==> config.mk <==
export PLATFORM = sky130hd
export DESIGN_NAME = icap_reg_reader
export DESIGN_NICKNAME = d
export VERILOG_FILES = /design/src/rtl/icap_reg_reader.sv
export SDC_FILE = /design/constraint.sdc
export NUM_CORES = 1
export LEC_CHECK = 0
export ABC_AREA = 1
export CORE_ASPECT_RATIO = 2
export CORE_MARGIN = 2
export CORE_UTILIZATION = 44
export CTS_BUF_LIST = sky130_fd_sc_hd__clkbuf_4 sky130_fd_sc_hd__clkbuf_8
export DETAILED_ROUTE_END_ITERATION = 10
export GPL_TIMING_DRIVEN = 0
export PLACE_DENSITY_LB_ADDON = 0.08
export SLEW_MARGIN = 20
export SYNTH_ARGS = -nofsm -noshare
export SYNTH_HDL_FRONTEND = slang
export SYNTH_SLANG_ARGS = --single-unit
==> constraint.sdc <==
create_clock -name clk -period 2.1 [get_ports clk]
set_input_delay 0.21 -clock clk [delete_from_list [all_inputs] [get_ports clk]]
set_output_delay 0.21 -clock clk [all_outputs]
set_load 0.005 [all_outputs]
==> src/rtl/icap_reg_reader.sv <==
// icap_reg_reader: reads one configuration register through the Virtex-6 ICAP (X32) with sync/read header and DESYNC.
// Define ICAP_BITSWAP_EN to bit-reverse icap_i/icap_o within each byte; otherwise words pass straight through.
module icap_reg_reader #(
  parameter int READ_TIMEOUT = 64
) (
  input  logic        clk,
  input  logic        reset,
  input  logic        start,
  input  logic [4:0]  reg_addr,
  output logic        busy,
  output logic        done,
  output logic [31:0] rd_data,
  output logic        timeout_err,
  output logic        icap_csb,
  output logic        icap_rdwrb,
  output logic [31:0] icap_i,
  input  logic [31:0] icap_o,
  input  logic        icap_busy
);
  typedef enum logic [3:0] {IDLE, WR_HDR, GAP, TURN_RD, RD_WAIT, RD_END, TURN_WR, WR_DESYNC, DONE} state_t;
  state_t      state;
  logic [2:0]  idx;
  logic [9:0]  rd_cnt;
  logic [4:0]  addr;
  logic        to_flag;
  function automatic logic [31:0] swap(input logic [31:0] w);
`ifdef ICAP_BITSWAP_EN
    logic [31:0] r;
    for (int b = 0; b < 32; b++) r[b] = w[{b[4:3], ~b[2:0]}];
    return r;
`else
    return w;
`endif
  endfunction
  function automatic logic [31:0] hdr_word(input logic [2:0] i, input logic [4:0] a);
    return i == 3'd0 ? 32'hFFFF_FFFF : i == 3'd1 ? 32'hAA99_5566 :
           i == 3'd3 ? (32'h2800_0001 | {14'd0, a, 13'd0}) : 32'h2000_0000;
  endfunction
  function automatic logic [31:0] desync_word(input logic [2:0] i);
    return i == 3'd0 ? 32'h3000_8001 : i == 3'd1 ? 32'h0000_000D : 32'h2000_0000;
  endfunction
  // Outputs are loaded together with the state so each one reflects the state being entered.
  always_ff @(posedge clk or posedge reset) begin
    if (reset) begin
      state       <= IDLE;
      idx         <= 3'd0;
      rd_cnt      <= 10'd0;
      addr        <= 5'd0;
      to_flag     <= 1'b0;
      busy        <= 1'b0;
      done        <= 1'b0;
      rd_data     <= 32'd0;
      timeout_err <= 1'b0;
      icap_csb    <= 1'b1;
      icap_rdwrb  <= 1'b0;
      icap_i      <= 32'd0;
    end else begin
      done <= 1'b0;
      case (state)
        IDLE: if (start) begin
          state       <= WR_HDR;
          addr        <= reg_addr;
          idx         <= 3'd0;
          to_flag     <= 1'b0;
          timeout_err <= 1'b0;
          busy        <= 1'b1;
          icap_csb    <= 1'b0;
          icap_i      <= swap(hdr_word(3'd0, reg_addr));
        end
        WR_HDR: if (idx == 3'd5) begin
          state    <= GAP;
          icap_csb <= 1'b1;
          icap_i   <= 32'd0;
        end else begin
          idx    <= idx + 3'd1;
          icap_i <= swap(hdr_word(idx + 3'd1, addr));
        end
        GAP: begin
          state      <= TURN_RD;
          icap_rdwrb <= 1'b1;
        end
        TURN_RD: begin
          state    <= RD_WAIT;
          rd_cnt   <= 10'd0;
          icap_csb <= 1'b0;
        end
        // The first two read cycles are pipeline latency inside ICAP, so data is never taken before rd_cnt=2.
        RD_WAIT: if (rd_cnt >= 10'd2 && !icap_busy) begin
          state    <= RD_END;
          rd_data  <= swap(icap_o);
          icap_csb <= 1'b1;
        end else if (rd_cnt == 10'(READ_TIMEOUT - 1)) begin
          state    <= RD_END;
          to_flag  <= 1'b1;
          icap_csb <= 1'b1;
        end else begin
          rd_cnt <= rd_cnt + 10'd1;
        end
        RD_END: begin
          state      <= TURN_WR;
          icap_rdwrb <= 1'b0;
        end
        TURN_WR: begin
          state    <= WR_DESYNC;
          idx      <= 3'd0;
          icap_csb <= 1'b0;
          icap_i   <= swap(desync_word(3'd0));
        end
        WR_DESYNC: if (idx == 3'd3) begin
          state       <= DONE;
          icap_csb    <= 1'b1;
          icap_i      <= 32'd0;
          busy        <= 1'b0;
          done        <= 1'b1;
          timeout_err <= to_flag;
        end else begin
          idx    <= idx + 3'd1;
          icap_i <= swap(desync_word(idx + 3'd1));
        end
        DONE: state <= IDLE;
        default: state <= IDLE;
      endcase
    end
  end
endmodule

# Word level (Yosys, flattened, before mapping)
# Index checks and enable logic that the tools add are counted.
# W data, S select, Z words.
[classes] n_addsub=2 magnitude_cmp=1 n_eq_ne=21 mux=38 reduce_logical=20
[ops] op="$mux W32" count=4
[ops] op="$pmux W32 S4" count=1
[ops] op="$mux W30" count=3
[ops] op="$pmux W4 S8" count=1
[ops] op="$mux W28" count=1
[ops] op="$mux W10" count=2
[ops] op="$mux W4" count=5
[ops] op="$pmux W10 S2" count=1
[ops] op="$eq A4 B3 Y1 const B" count=4
[ops] op="$ne A2 B2 Y1 const B" count=8
[ops] op="$pmux W3 S4" count=1
[ops] op="$reduce_and A4 Y1" count=3
[ops] op="$mux W1" count=11
[ops] op="$add A10 B1 Y10 const B" count=1
[ops] op="$eq A10 B6 Y1 const B" count=1
[ops] op="$ge A10 B2 Y1 const B" count=1
[ops] op="$mux W3" count=3
[ops] op="$eq A4 B2 Y1 const B" count=2
[ops] op="$pmux W1 S2" count=4
[ops] op="$reduce_bool A2 Y1" count=4
[ops] op="$eq A3 B2 Y1 const B" count=2
[ops] op="$reduce_and A2 Y1" count=3
[ops] op="$reduce_and A3 Y1" count=2
[ops] op="$pmux W1 S5" count=1
[ops] op="other kinds (13)" count=13
[word_totals] reg_bits=92 elab_cells=94

# Depth between registers and ports, before layout
# Gate-level depths: netlist of run 1.
[logic_depth] ltp_word=7 depth_mapped=11 ltp_nobuf=10

# Least setup slack after synthesis of run 1
# Ideal clock, no wire load.
[synth_timing] path_kind="reg2reg" from="register idx[0]" to="register icap_i[13]" setup_ns=0.077 t_arrival_ns=1.454 t_required_ns=2.023 path_slack_ns=0.568 path_stages_with_launch=9 path_buffers=0 cell_sequence="dfrtp_1 > ha_1 > ha_1 > nand2_1 > inv_1 > a21oi_1 > nor2_1 > o21ai_0 > a21oi_1"
[synth_between] elab_chain_len=7 elab_cells_between_ends=13
[synth_rtl] element="from (decl)" line="22" source="logic [2:0] idx;"
[synth_rtl] element="from (signal assigned)" line="75" source="idx <= idx + 3'd1;"
[synth_rtl] element="from (signal assigned)" line="117" source="idx <= idx + 3'd1;"
[synth_rtl] element="$add A3 B1 Y3" line="76, 118"
[synth_rtl] element="$eq A3 B2 Y1" line="37" source="i == 3'd3 ? (32'h2800_0001 | {14'd0, a, 13'd0}) : 32'h2000_0000;"
[synth_rtl] element="$mux W28" line="37"
[synth_rtl] element="$mux W32 (2 in series)" line="36" source="return i == 3'd0 ? 32'hFFFF_FFFF : i == 3'd1 ? 32'hAA99_5566 :"
[synth_rtl] element="$mux W32" line="70" source="WR_HDR: if (idx == 3'd5) begin"
[synth_rtl] element="$pmux W32 S4 (*)" line="59" source="case (state)"
[synth_rtl] element="to (signal assigned)" line="68" source="icap_i <= swap(hdr_word(3'd0, reg_addr));"
[synth_rtl] element="to (signal assigned)" line="76" source="icap_i <= swap(hdr_word(idx + 3'd1, addr));"
[synth_rtl] element="to (signal assigned)" line="107" source="icap_i <= swap(desync_word(3'd0));"
[synth_rtl] element="to (decl)" line="16" source="output logic [31:0] icap_i,"
# Every way passes the cells marked *; elsewhere a longest branch is shown, timed or not.
# A chain may end at the register's enable or synchronous reset.

# Worst setup path after layout of run 1
[layout_timing] from="register rd_cnt[0]" to="register rd_cnt[5]"
[layout_between] elab_chain_len=4 elab_cells_between_ends=10
[layout_rtl] element="from (decl)" line="23" source="logic [9:0] rd_cnt;"
[layout_rtl] element="from (signal assigned)" line="97" source="rd_cnt <= rd_cnt + 10'd1;"
[layout_rtl] element="$add A10 B1 Y10 or $ge A10 B2 Y1 (tied branches)" line="97, 88"
[layout_rtl] element="$mux W10 or $logic_and A1 B1 Y1 (tied branches)" line="92, 88"
[layout_rtl] element="$mux W10 or $ne A2 B2 Y1 (tied branches)"
[layout_rtl] element="$pmux W10 S2 or $reduce_and A3 Y1 (tied branches)"
# Several ways; a longest one is shown, not always the timed one. The select of a mux whose other input is x is not followed.

==> summary.txt, run 1 <==
Outcome -> finished clean
Overall power -> 6.93 mW
DRC violations left -> 0
Max transition margin -> 68.1%
H-tree levels -> 3
Final slew viol count -> 0
Number of nets in the layout -> 616
Routability congestion estimate -> 0.934
Io pins -> 110
Sum of net half-perimeters after detailed placement -> 6900 um
Final design utilization -> 62.8%
Highest Clock Rate -> 0.551 GHz
Number of enable flip-flop cells after synthesis -> 0
Setup Fix Bufs, Post-CTS -> 0
Cell at the root of the clock tree -> sky130_fd_sc_hd__clkbuf_8
Global routing usage summed across all routing layers -> 20.1%
Number of antenna violations at the first check in global routing -> 0
Worst Path Max Fanout -> 10
Average detailed-routed wire length per instance -> 13.3 um
Total via count after detailed routing -> 3244
Number of core rows -> 47
Leakage -> 2.57 nW
Part of the Yosys area used for sequential elements -> 48.5%
Crit path capture type -> flip-flop
Fraction of final layout cells sized beyond drive strength 1 -> 15.9%
Area share of the leading cell type in the synthesized netlist -> 47.8%
Worst setup margin -> 0.284 ns
Max-capacitance violation count -> 0
Net count of the mapped netlist -> 495
Starting density of the core -> 45.4%
Power per cell area -> 1330 nW/um^2
Crit path DAT -> 2.10 ns
Total CTS buffers -> 9
Post-cts resize count -> 0
Top_reg_cell synth -> sky130_fd_sc_hd__dfrtp_1
Setup slack of the most critical reg-to-reg path -> 0.28 ns
Worst IR Drop VDD -> 0.773 mV
Clock tree from TritonCTS -> yes
Drt pass-1 iters -> 4
Clock insertion delay at the later pin of the skew report -> 0.35 ns
Vias per cell -> 4.85
Syn Std Cell Area -> 3770 um^2
Average footprint of a synthesized cell -> 8.44 um^2
Y dimension of the die -> 135 um
Count of final hold-check violations -> 0
Maximum number of pins on one net before global-route repair -> 44
Slew at the pin closest to its max-slew limit -> 0.478 ns
Hold-fix buffers at CTS -> 0
Critical Setup Path Class -> reg2reg
Setup repair after global routing missed its margin -> false
Number of warning messages in the yosys log -> 0
Worst min-delay path class -> in2async
Worst clock skew -> 0.0102 ns
Clock Pin Slew Worst Setup and Hold Paths -> 0.07 ns
Iter 0 DRT Violations -> 119
Critical Path Source Type -> flip-flop
Final setup violation count -> 0
Core box area -> 8290 um^2
Number of standard cells after synthesis -> 446
Max clock buf depth -> 2
Final min period -> 1.82 ns
Layout-stage area growth over the synthesis result -> 38.3%
Commonest cells after routing, fill and taps aside -> sky130_fd_sc_hd__nand2_1 (109), sky130_fd_sc_hd__clkdlybuf4s50_1 (109), sky130_fd_sc_hd__dfrtp_1 (72)
Number of different library cells in the post-synthesis netlist -> 30
Total number of clock tree sinks -> 73
Final setup TNS -> 0 ns
Overall overflow remaining after global route -> 0
Global-route wire length before repair -> 14900 um
Async SR Flop Fraction -> 100%
Vias in the first global route -> 3221
Buffers added on ports -> 109
Count of antenna-violating nets left after detailed routing -> 0
Total wirelength of the detailed-routed design -> 8870 um
Share of the cycle needed by the critical path after routing -> 86.5%
Cell types occupying the most area after synthesis -> sky130_fd_sc_hd__dfrtp_1 (48%), sky130_fd_sc_hd__nand2_1 (11%), sky130_fd_sc_hd__inv_1 (6.3%), sky130_fd_sc_hd__o21ai_2 (5.3%), sky130_fd_sc_hd__buf_4 (4.0%)
CP Data Required Time -> 2.38 ns
Setup WS pre-CTS -> 0.268 ns
Cell taking the most area after synthesis -> sky130_fd_sc_hd__dfrtp_1
Floorplan die width -> 69.4 um
Die Area -> 9360 um^2
Ant. Diodes -> 0
Total of flip-flops plus latches after synthesis -> 73
==> power by group <==
part           total (mW)  switching, mW  leakage, nW  internal, mW
Combinational        3.47           1.53         1.56          1.94
Clock                1.11          0.496        0.106         0.616
Sequential           2.35          0.384        0.906          1.97
==> worst paths after layout <==
kind / cells after the start / from / end
worst max-delay path: 10 / rd_cnt[0]$_DFFE_PP0P_ / rd_cnt[5]$_DFFE_PP0P_
worst min-delay path: 2 / reset / rd_data[29]$_DFFE_PP0P_
worst max register to register: 10 / rd_cnt[0]$_DFFE_PP0P_ / rd_cnt[5]$_DFFE_PP0P_
worst min register to register: 2 / icap_csb$_DFFE_PP1P_ / icap_csb$_DFFE_PP1P_
max in group asynchronous: 3 / reset / icap_csb$_DFFE_PP1P_
min in group clk: 3 / icap_o[23] / rd_data[23]$_DFFE_PP0P_
==> cell usage after synthesis, types with 4 or more instances <==
cell type                 number
sky130_fd_sc_hd__nor2_1       34
sky130_fd_sc_hd__nand3_1      24
sky130_fd_sc_hd__buf_4        20
sky130_fd_sc_hd__nand4_1       5
sky130_fd_sc_hd__inv_2         4
sky130_fd_sc_hd__buf_6         7
sky130_fd_sc_hd__a21oi_1       9
sky130_fd_sc_hd__o21ai_2      23
sky130_fd_sc_hd__inv_1        63
sky130_fd_sc_hd__o21ai_1      16
sky130_fd_sc_hd__nand2_2       5
sky130_fd_sc_hd__ha_1          8
sky130_fd_sc_hd__o22ai_1       5
sky130_fd_sc_hd__nand2_1     109
sky130_fd_sc_hd__o21ai_0      17
sky130_fd_sc_hd__nor2_2        4
sky130_fd_sc_hd__dfrtp_1      72
==> metal layers <==
metal	global-route usage, %	share of wire [%]
met1	22.3	40
met2	35.7	53
met3	3.81	4.0
met4	10.9	2.8
met5	0	0
==> kinds of logic (layout without fill, tap and decap cells) <==
kind of cell | Yosys count | in the layout | synth area share [%]
and+or+nand+nor | 188 | 188 | 21.5
buffers and inverters | 97 | 222 | 13.1
AOI/OAI and AO/OA | 74 | 74 | 12.6
DFF | 73 | 73 | 48.5
adders and majority gates | 8 | 8 | 2.66
xor gates and xnor gates | 3 | 3 | 0.698
muxes | 3 | 3 | 0.897
==> critical path, cell delays in order (launching register included) <==
cell and delay (ns):
sky130_fd_sc_hd__dfrtp_1 0.46, sky130_fd_sc_hd__inv_1 0.10, sky130_fd_sc_hd__ha_1 0.21, sky130_fd_sc_hd__nor2_1 0.13
sky130_fd_sc_hd__nand3_1 0.09, sky130_fd_sc_hd__o21bai_1 0.21, sky130_fd_sc_hd__nand2_2 0.12, sky130_fd_sc_hd__nand2_2 0.10
sky130_fd_sc_hd__buf_4 0.19, sky130_fd_sc_hd__nand2_1 0.07, sky130_fd_sc_hd__o21ai_1 0.06
==> flip-flops by register name, indices dropped and copies added (netlist names), 3 cells and up <==
| name | count |
|---|---|
| idx | 3 |
| rd_cnt | 10 |
| addr | 5 |
| icap_i | 13 |
| state | 4 |
| rd_data | 32 |
==> metrics by stage <==
stage                     hold WS (ns)  std cells  cell area [um^2]
after floorplan                  0.343        446              3770
after global placement           0.454        653              4980
after detailed placement         0.456        654              5010
after CTS                        0.210        669              5210
after global routing             0.241        669              5210
final                            0.202        669              5210
==> final cells by class <==
cell class / count / area [um^2]
buffer: 30 / 243
clock buffer: 12 / 159
clock inverter: 3 / 40.0
fill: 752 / 3080
inverter: 67 / 254
multi-input combinational: 276 / 1440
sequential: 73 / 1830
tap: 98 / 123
timing repair buffer: 110 / 1120
(Power assumes the default switching activity.)
==> run 2, diff against run 1 <==
SLEW_MARGIN = default   (was 20)
TNS_END_PERCENT = 1   (was default)
==> results of run 2 <==
Final layout, timing and power as in run 1 (identical DEF).
